===== config.mk =====
export PLATFORM = sky130hd
export DESIGN_NAME = draw_duck_flat
export DESIGN_NICKNAME = d
export VERILOG_FILES = /design/src/rtl/duck_pkg.sv /design/src/rtl/draw_duck_if.sv /design/src/rtl/draw_duck_delay_line.sv /design/src/rtl/draw_duck.sv /design/src/flat_wrapper.sv
export SDC_FILE = /design/constraint.sdc
export NUM_CORES = 1
export LEC_CHECK = 0
export ABC_AREA = 1
export CAP_MARGIN = 20
export CORE_UTILIZATION = 40
export DETAILED_ROUTE_END_ITERATION = 7
export MAX_ROUTING_LAYER = met4
export PLACE_DENSITY = 0.67
export SLEW_MARGIN = 0
export SYNTH_ARGS = -nofsm -noshare
export SYNTH_HDL_FRONTEND = slang
export SYNTH_SLANG_ARGS = --single-unit
export TNS_END_PERCENT = 20

===== constraint.sdc =====
create_clock -name clk -period 3.05 [get_ports clk]
set_clock_uncertainty 0.1 [all_clocks]
set_input_delay 0.305 -clock clk [delete_from_list [all_inputs] [get_ports clk]]
set_output_delay 0.305 -clock clk [all_outputs]
set_load 0.05 [all_outputs]

===== src/rtl/duck_pkg.sv =====
// Shared constants for the duck sprite: image geometry, transparency key and ROM address width.
package duck_pkg;
  localparam int         DUCK_W      = 96;
  localparam int         DUCK_H      = 60;
  localparam int         DUCK_PIXELS = DUCK_W * DUCK_H;
  localparam logic [11:0] TRANSP_RGB = 12'h0F0;
  localparam int         ROM_AW      = 13;
endpackage


===== src/rtl/draw_duck_if.sv =====
// Duck ROM read port: the drawer issues an address, the ROM answers with a colour one clock later.
interface draw_duck_if;
  import duck_pkg::*;
  logic [ROM_AW-1:0] rom_addr;
  logic [11:0]       rom_rgb;

  modport master (output rom_addr, input rom_rgb);
  modport slave  (input rom_addr, output rom_rgb);
endinterface


===== src/rtl/draw_duck_delay_line.sv =====
// Fixed-latency shift register with asynchronous active-low clear.
module delay_line #(
  parameter int WIDTH   = 1,
  parameter int CLK_DEL = 1
) (
  input  logic             clk,
  input  logic             rst_n,
  input  logic [WIDTH-1:0] din,
  output logic [WIDTH-1:0] dout
);
  logic [CLK_DEL-1:0][WIDTH-1:0] shift_q, shift_d;

  always_comb begin
    shift_d    = shift_q;
    shift_d[0] = din;
    for (int i = 1; i < CLK_DEL; i++) shift_d[i] = shift_q[i-1];
  end

  always_ff @(posedge clk or negedge rst_n) begin
    if (!rst_n) shift_q <= '0;
    else        shift_q <= shift_d;
  end

  assign dout = shift_q[CLK_DEL-1];
endmodule


===== src/rtl/draw_duck.sv =====
// Overlays the duck sprite on the VGA background stream, fetching one ROM pixel per clock.
// Position is latched on each vblnk rise so a frame never tears.
module draw_duck #(
  parameter int          DUCK_W = duck_pkg::DUCK_W,
  parameter int          DUCK_H = duck_pkg::DUCK_H,
  parameter logic [11:0] TRANSP = duck_pkg::TRANSP_RGB
) (
  input  logic        clk,
  input  logic        rst_n,
  input  logic [10:0] hcount_in,
  input  logic [10:0] vcount_in,
  input  logic        hsync_in,
  input  logic        vsync_in,
  input  logic        hblnk_in,
  input  logic        vblnk_in,
  input  logic [11:0] rgb_in,
  input  logic [10:0] xpos,
  input  logic [10:0] ypos,
  input  logic        flip,
  input  logic        show,
  draw_duck_if.master rom,
  output logic [10:0] hcount_out,
  output logic [10:0] vcount_out,
  output logic        hsync_out,
  output logic        vsync_out,
  output logic        hblnk_out,
  output logic        vblnk_out,
  output logic [11:0] rgb_out
);
  localparam int AW = duck_pkg::ROM_AW;

  logic [10:0]   x_l_q, x_l_d, y_l_q, y_l_d;
  logic          flip_l_q, flip_l_d, show_l_q, show_l_d;
  logic          vblnk_prev_q, vblnk_prev_d;
  logic [AW-1:0] rom_addr_q, rom_addr_d;
  logic [11:0]   rgb_out_q, rgb_out_d;

  logic [11:0]   dx, dy;
  logic [6:0]    col;
  logic          in_box;
  logic [AW-1:0] addr;

  always_comb begin
    x_l_d        = x_l_q;
    y_l_d        = y_l_q;
    flip_l_d     = flip_l_q;
    show_l_d     = show_l_q;
    vblnk_prev_d = vblnk_in;
    if (vblnk_in && !vblnk_prev_q) begin
      x_l_d    = xpos;
      y_l_d    = ypos;
      flip_l_d = flip;
      show_l_d = show;
    end
  end

  // Stage 1: 12-bit offsets; an offset below the origin wraps huge, so one unsigned compare covers both bounds.
  always_comb begin
    dx         = {1'b0, hcount_in} - {1'b0, x_l_q};
    dy         = {1'b0, vcount_in} - {1'b0, y_l_q};
    in_box     = show_l_q && (dx < 12'(DUCK_W)) && (dy < 12'(DUCK_H));
    col        = flip_l_q ? (7'(DUCK_W - 1) - dx[6:0]) : dx[6:0];
    addr       = {dy[6:0], 6'b0} + {1'b0, dy[6:0], 5'b0} + {6'b0, col};
    rom_addr_d = in_box ? addr : '0;
  end

  always_ff @(posedge clk or negedge rst_n) begin
    if (!rst_n) begin
      x_l_q        <= '0;
      y_l_q        <= '0;
      flip_l_q     <= 1'b0;
      show_l_q     <= 1'b0;
      vblnk_prev_q <= 1'b0;
      rom_addr_q   <= '0;
      rgb_out_q    <= '0;
    end else begin
      x_l_q        <= x_l_d;
      y_l_q        <= y_l_d;
      flip_l_q     <= flip_l_d;
      show_l_q     <= show_l_d;
      vblnk_prev_q <= vblnk_prev_d;
      rom_addr_q   <= rom_addr_d;
      rgb_out_q    <= rgb_out_d;
    end
  end

  assign rom.rom_addr = rom_addr_q;

  logic [25:0] timing_d3;
  logic [12:0] pix_d2;
  logic        in_box_d2;
  logic [11:0] rgb_d2;

  delay_line #(.WIDTH(26), .CLK_DEL(3)) u_timing_dly (
    .clk  (clk),
    .rst_n(rst_n),
    .din  ({hsync_in, vsync_in, hblnk_in, vblnk_in, hcount_in, vcount_in}),
    .dout (timing_d3)
  );

  delay_line #(.WIDTH(13), .CLK_DEL(2)) u_pix_dly (
    .clk  (clk),
    .rst_n(rst_n),
    .din  ({in_box, rgb_in}),
    .dout (pix_d2)
  );

  // Stage 3: ROM data has just landed, aligned with the pixel delayed two clocks.
  always_comb begin
    in_box_d2 = pix_d2[12];
    rgb_d2    = pix_d2[11:0];
    rgb_out_d = (in_box_d2 && (rom.rom_rgb != TRANSP)) ? rom.rom_rgb : rgb_d2;
  end

  assign {hsync_out, vsync_out, hblnk_out, vblnk_out, hcount_out, vcount_out} = timing_d3;
  assign rgb_out = rgb_out_q;
endmodule

===== src/flat_wrapper.sv =====
// flat-port wrapper written by rule: the top's interface ports become plain ports
module draw_duck_flat 
#(
  parameter int          DUCK_W = duck_pkg::DUCK_W,
  parameter int          DUCK_H = duck_pkg::DUCK_H,
  parameter logic [11:0] TRANSP = duck_pkg::TRANSP_RGB
)
  (clk, rst_n, hcount_in, vcount_in, hsync_in, vsync_in, hblnk_in, vblnk_in, rgb_in, xpos, ypos, flip, show, hcount_out, vcount_out, hsync_out, vsync_out, hblnk_out, vblnk_out, rgb_out, rom_rom_addr, rom_rom_rgb);
  draw_duck_if rom_i ();
  input  logic clk;
  input  logic rst_n;
  input  logic [10:0] hcount_in;
  input  logic [10:0] vcount_in;
  input  logic hsync_in;
  input  logic vsync_in;
  input  logic hblnk_in;
  input  logic vblnk_in;
  input  logic [11:0] rgb_in;
  input  logic [10:0] xpos;
  input  logic [10:0] ypos;
  input  logic flip;
  input  logic show;
  output logic [10:0] hcount_out;
  output logic [10:0] vcount_out;
  output logic hsync_out;
  output logic vsync_out;
  output logic hblnk_out;
  output logic vblnk_out;
  output logic [11:0] rgb_out;
  output wire logic [$bits(rom_i.rom_addr)-1:0] rom_rom_addr;
  input wire logic [$bits(rom_i.rom_rgb)-1:0] rom_rom_rgb;
  assign rom_rom_addr = rom_i.rom_addr;
  assign rom_i.rom_rgb = rom_rom_rgb;
  draw_duck #(.DUCK_W(DUCK_W), .DUCK_H(DUCK_H), .TRANSP(TRANSP)) u_core (.clk(clk), .rst_n(rst_n), .hcount_in(hcount_in), .vcount_in(vcount_in), .hsync_in(hsync_in), .vsync_in(vsync_in), .hblnk_in(hblnk_in), .vblnk_in(vblnk_in), .rgb_in(rgb_in), .xpos(xpos), .ypos(ypos), .flip(flip), .show(show), .rom(rom_i), .hcount_out(hcount_out), .vcount_out(vcount_out), .hsync_out(hsync_out), .vsync_out(vsync_out), .hblnk_out(hblnk_out), .vblnk_out(vblnk_out), .rgb_out(rgb_out));
endmodule

## Yosys cells after proc, flatten, opt, wreduce, memory -nomap -nowiden

Cells that the tools add are included.

| storage, ports and cells | value |
|---|---|
| logic and storage cells | 28 |
| flip-flop bits (word level) | 154 |

| operators by class | value |
|---|---|
| eq/ne operators | 1 |
| reduce and logical (&&, ||, !) cells | 5 |
| order comparisons | 2 |
| add/sub/neg operators | 5 |
| muxes and demuxes | 3 |

Operator list:

| operator | number |
|---|---|
| subtractor 11 x 11 -> 12 bit | 2 |
| adder 13 x 12 -> 13 bit | 1 |
| adder 13 x 7 -> 13 bit | 1 |
| 2-to-1 mux 13 bit | 1 |
| less-than comparator 12 x 6 -> 1 bit (second input constant) | 1 |
| less-than comparator 12 x 7 -> 1 bit (second input constant) | 1 |
| 2-to-1 mux 12 bit | 1 |
| inequality test 12 x 8 -> 1 bit (second input constant) | 1 |
| 2-to-1 mux 7 bit | 1 |
| subtractor 7 bit (first input constant) | 1 |
| logical AND 1 bit | 4 |
| zero test 1 bit | 1 |

## Longest topological paths before layout

| depth | value |
|---|---|
| depth in word-level cells | 5 |
| gate-level depth with buffers | 23 |

## Cells and area by module

Synthesis repeated with hierarchy kept, for this count alone.

| second synthesis, totals | value |
|---|---|
| cells, all modules | 577 |
| area, all modules | 6,130.9 um^2 |

By module, submodules not included:

| module | sequential area each (um^2) | area each (um^2) | times used | cells an instance |
|---|---|---|---|---|
| draw_duck | 1,251.2 | 3,528.4 | 1 | 473 |
| delay_line (u_core.u_timing_dly) | 1,951.9 | 1,951.9 | 1 | 78 |
| delay_line (u_core.u_pix_dly) | 650.6 | 650.6 | 1 | 26 |

## Worst setup path before layout

OpenSTA, ideal clock, no wires.

| timing path | value |
|---|---|
| path kind | input -> register |
| start | input port hcount_in[0] |
| end | register u_core.rom_addr_q[12] (netlist: u_core.rom.rom_addr[12]) |
| library setup time | 0.072 ns |
| stages | 23 |
| arrival | 3.237 ns |
| path slack | -0.359 ns |
| path buffers | 0 |
| cell sequence | inv_1 -> ha_1 -> inv_1 -> fa_1 -> nand2_1 -> nand2_1 -> nand3_1 -> nand2_1 -> nand2_1 -> nand2_1 -> xnor2_1 -> inv_1 -> fa_1 -> inv_1 -> ha_1 -> inv_1 -> fa_1 -> o21ai_0 -> nand2_1 -> nand2_1 -> a21oi_1 -> xor2_1 -> nor2_1 |

| between the ends | value |
|---|---|
| longest elaborated chain between the ends | 5 |
| elaborated cells on any way between the ends | 8 |
| classes of those cells | add/sub: 3; order compare: 1; mux: 2; reduce/logical: 2 |

RTL lines:

| item | RTL line | text |
|---|---|---|
| start: declaration | flat_wrapper.sv:12 | `input logic [10:0] hcount_in;` |
| subtractor 11 x 11 -> 12 bit (*) | draw_duck.sv:59 | `dx = {1'b0, hcount_in} - {1'b0, x_l_q};` |
| subtractor 7 bit / less-than comparator 12 x 7 -> 1 bit (equally long branches) | draw_duck.sv:62, draw_duck.sv:61 |  |
| 2-to-1 mux 7 bit / logical AND 1 bit (equally long branches) | draw_duck.sv:62, draw_duck.sv:61 |  |
| adder 13 x 7 -> 13 bit / logical AND 1 bit (equally long branches) | draw_duck.sv:63, draw_duck.sv:61 |  |
| 2-to-1 mux 13 bit (*) | draw_duck.sv:64 | `rom_addr_d = in_box ? addr : '0;` |
| named net u_core.rom_addr_d[12] | draw_duck.sv:35 | `logic [AW-1:0] rom_addr_q, rom_addr_d;` |
| end signal: assignment | draw_duck.sv:82 | `rom_addr_q <= rom_addr_d;` |
| end: declaration | draw_duck.sv:35 |  |

Mark *: on every way through the listed nets, which the timed path passes. The rest lies on a longest branch.
A chain may end at the register's enable or synchronous reset.

## Final worst setup path

| timing path | value |
|---|---|
| start | register u_core.x_l_q[0] |
| end | register u_core.rom_addr_q[12] (netlist: u_core.rom.rom_addr[12]) |

| between the ends | value |
|---|---|
| longest elaborated chain between the ends | 5 |
| elaborated cells on any way between the ends | 8 |
| classes of those cells | add/sub: 3; order compare: 1; mux: 2; reduce/logical: 2 |

RTL lines:

| item | RTL line | text |
|---|---|---|
| start: declaration | draw_duck.sv:32 | `logic [10:0] x_l_q, x_l_d, y_l_q, y_l_d;` |
| start signal: assignment | draw_duck.sv:77 | `x_l_q <= x_l_d;` |
| subtractor 11 x 11 -> 12 bit (*) | draw_duck.sv:59 |  |
| subtractor 7 bit / less-than comparator 12 x 7 -> 1 bit (equally long branches) | draw_duck.sv:62, draw_duck.sv:61 |  |
| 2-to-1 mux 7 bit / logical AND 1 bit (equally long branches) | draw_duck.sv:62, draw_duck.sv:61 |  |
| adder 13 x 7 -> 13 bit / logical AND 1 bit (equally long branches) | draw_duck.sv:63, draw_duck.sv:61 |  |
| 2-to-1 mux 13 bit (*) | draw_duck.sv:64 |  |
| named net u_core.rom_addr_d[12] | draw_duck.sv:35 |  |

Marks and branches as above.

==> qor.yml <==
insertion_delay_ps: 410
rsz0062_at_grt: "yes"
max_freq_mhz: 290.6
post-route-drc-count: 0
fill_cells: 1244
post_dp_cell_area_sq_um: 8080
hold_depth: 1
cp.required_ps: 3240
ios: 127
final_min_period_over_clock_period_pct: 112.8
status: "finished with violations"
syn_area_per_cell_sq_um: 10.83
yosys.area.top_type: "dfrtp_1"
setup_violations: 5
n_antenna_cell: 0
grt_max_degree: 60
rows: 45
layout_commonest_cell: "dfrtp_1"
grt_pass1_vias: 4494
postLayoutCellArea_sq_um: 8885
grt.overflow.total: 0
final_util_pct: 58.66
synthesis.nets: 685
cp_slowest_stage_delay_ps: 420
ff_latch_area_sq_um: 3829
final_layout_size_suffix_gt1_share_pct: 17.97
worstPathArrival_ps: 3630
cts_buffers: 17
crit_chain: "ha_2 -> inv_2 -> fa_2 -> nand2_2 -> nand2_2 -> nand3_2 -> nand2_2 -> nand2_2 -> nand2_2 -> xnor2_2 -> inv_1 -> fa_1 -> inv_1 -> ha_2 -> inv_2 -> fa_2 -> o21ai_2 -> nand2_1 -> nand2_1 -> a21oi_2 -> xor2_1 -> nor2_1"
firstDrtPassIters: 4
setup_tns_ps: -1112
crit_type: "flop to flop"
grt_pass1_wl_microns: 20870
ir_worst_vdd_v: 0.0003918
power_density_nw_per_um2: 716.2
ys_types: 30
gp_congestion: 0.8403
via_per_inst: 4.507
initial_core_util_pct: 40.84
endpoint_kind: "flop"
grt_use_total_pct: 17.27
die_x_microns: 126.4
synth-seq-cells: 153
cts.htree.levels: 4
worst_pin_slew_ps: 761.6
hold_start: "rgb_in[3]"
maxCapViolations: 0
syn2layout_area_growth_pct: 43.63
regToRegSetupSlack_ps: -390
post_drt_wl_per_cell_microns: 12.92
whs_endpoint: "u_core.u_pix_dly.shift_d[16]"
dp_hpwl_microns: 9315
period_needed_ps: 3441
worstPathMaxFanout: 2
clock_sinks: 153
cts_tree: "done"
syn-cell-area_sq_um: 6186
reg2reg_depth: 22
portBuffers: 126
dieArea_sq_um: 15970
crit_top_cell: "nand2_2"
grt_antenna_before_repair: 0
multi_input_area_sq_um: 2088
crit_slowest_cell: "fa_1"
die_y_microns: 126.4
fin_nets: 880
final_cell_mix: "dfrtp_1 (153), clkdlybuf4s50_1 (124), nand2_1 (97), inv_1 (83), buf_4 (54)"
clockBufferDepth: 2
crit_path_start_kind: "flop"
hold_slack_ps: 234.3
syn_inst: 571
p_leak_nw: 4.374
hold_class: "primary input to flop"
drt_iter0_markers: 150
r2r_start: "u_core.x_l_q[0]"
synth.top_cell.area_share_pct: 61.89
ant_nets: 0
via_count: 4358
synth.area.top_cells: "dfrtp_1 (62%), ha_1 (6.9%), nand2_1 (6.2%)"
pre_cts_ws_ps: -800.2
hold_viol: 0
r2r-end: "u_core.rom.rom_addr[12]"
cts.clk_slew.worst_paths_ps: 60
cts-root-buf: "clkbuf_16"
maxSlewHeadroom_pct: 49.11
ys_warn_count: 0
violations: "setup timing"
maxSlewViolCount: 0
seq_area_frac_synth_pct: 61.89
layout_setup_ws_ps: -391.3
wirelength_microns: 12490
core_area_sq_um: 15150
final cells by class:
cell class	instances	area share (%)
repair buffers	184	19.48
clock buffers	20	5.140
multi-input cells	321	23.50
flip-flops and latches	153	43.09
clock inverters	12	2.380
inverters	89	3.760
well taps	188	2.648
routing by layer:
| layer | part of all wire [%] | vias to the layer above | global-route usage [%] |
|---|---|---|---|
| li1 | - | 2175 | - |
| met1 | 46 | 2058 | 21.91 |
| met2 | 48 | 118 | 27.17 |
| met3 | 4.6 | 7 | 4.597 |
| met4 | 0.80 | 0 | 5.245 |
| met5 | 0 | - | - |
synth_stat cells:
cell type / count
a21o_1: 2
a21oi_1: 33
a21oi_2: 1
a31oi_1: 1
and2_1: 1
buf_12: 1
buf_2: 1
clkbuf_1: 6
clkinv_1: 2
dfrtp_1: 153
fa_1: 4
ha_1: 34
inv_1: 85
inv_2: 2
mux2_2: 8
nand2_1: 102
nand2_2: 4
nand3_1: 27
nand3_2: 3
nand3b_1: 1
nand4_1: 10
nor2_1: 44
nor2_2: 2
nor2_4: 9
o21ai_0: 12
o21bai_1: 3
o31ai_1: 1
or2_4: 1
xnor2_1: 6
xor2_1: 12
power breakdown:
group / internal, W / switching (W) / leakage, nW
Combinational: 0.000866 / 0.000988 / 2.25
Sequential: 0.00215 / 0.0000326 / 1.80
Clock: 0.00151 / 0.000820 / 0.319
worst max-delay path by stage:
stage                     from  slack (ps)                      end
3_5_place_dp      hcount_in[0]        -800  u_core.rom.rom_addr[12]
6_report       u_core.x_l_q[0]        -390  u_core.rom.rom_addr[12]
5_1_grt        u_core.x_l_q[0]        -570  u_core.rom.rom_addr[12]
4_1_cts           hcount_in[0]        -330  u_core.rom.rom_addr[12]
2_1_floorplan     hcount_in[0]        -140  u_core.rom.rom_addr[12]
3_3_place_gp      hcount_in[0]        -690  u_core.rom.rom_addr[12]
worst max-delay path: cells and delay by family (launching register included):
family                   cells  cell delay (ps)
adder cells (fa/ha/maj)      5             1560
AND/OR/NAND/NOR              9              600
AO/OA/AOI/OAI                2              220
flip-flops                   1              350
buffers and inverters        4              220
XOR/XNOR                     2              260
state kept, by name, indices dropped and copies added (netlist names):
signal                       flops
u_core.u_timing_dly.shift_d     52
u_core.u_timing_dly.dout        26
u_core.rom.rom_addr             13
u_core.u_pix_dly.dout           13
u_core.u_pix_dly.shift_d        13
u_core.rgb_out                  12
u_core.x_l_q                    11
u_core.y_l_q                    11
u_core.flip_l_q                  1
u_core.show_l_q                  1
kinds of logic after synthesis:
family	share of synthesized area, %
simple gates	15.15
flops	61.89
buf+inv	6.169
compound gates	4.612
fa+ha+maj	8.172
xor+xnor	2.549
mux	1.456
stage by stage:
stage	cells	total power, W
2_1_floorplan	571	0.003238
3_3_place_gp	931	0.003824
3_5_place_dp	931	0.003869
4_1_cts	964	0.006263
5_1_grt	967	0.006719
6_report	967	0.006363
what timing repair did:
action | CTS | global route
buffers inserted | 0 | 2
endpoints found under the setup margin | 6 | 6
hold endpoints to repair | 56 | 1
pin swaps | 0 | 16
resized for setup | 3 | 18
hold buffers | 1 | 1
Power figures use the tool's default switching activity.
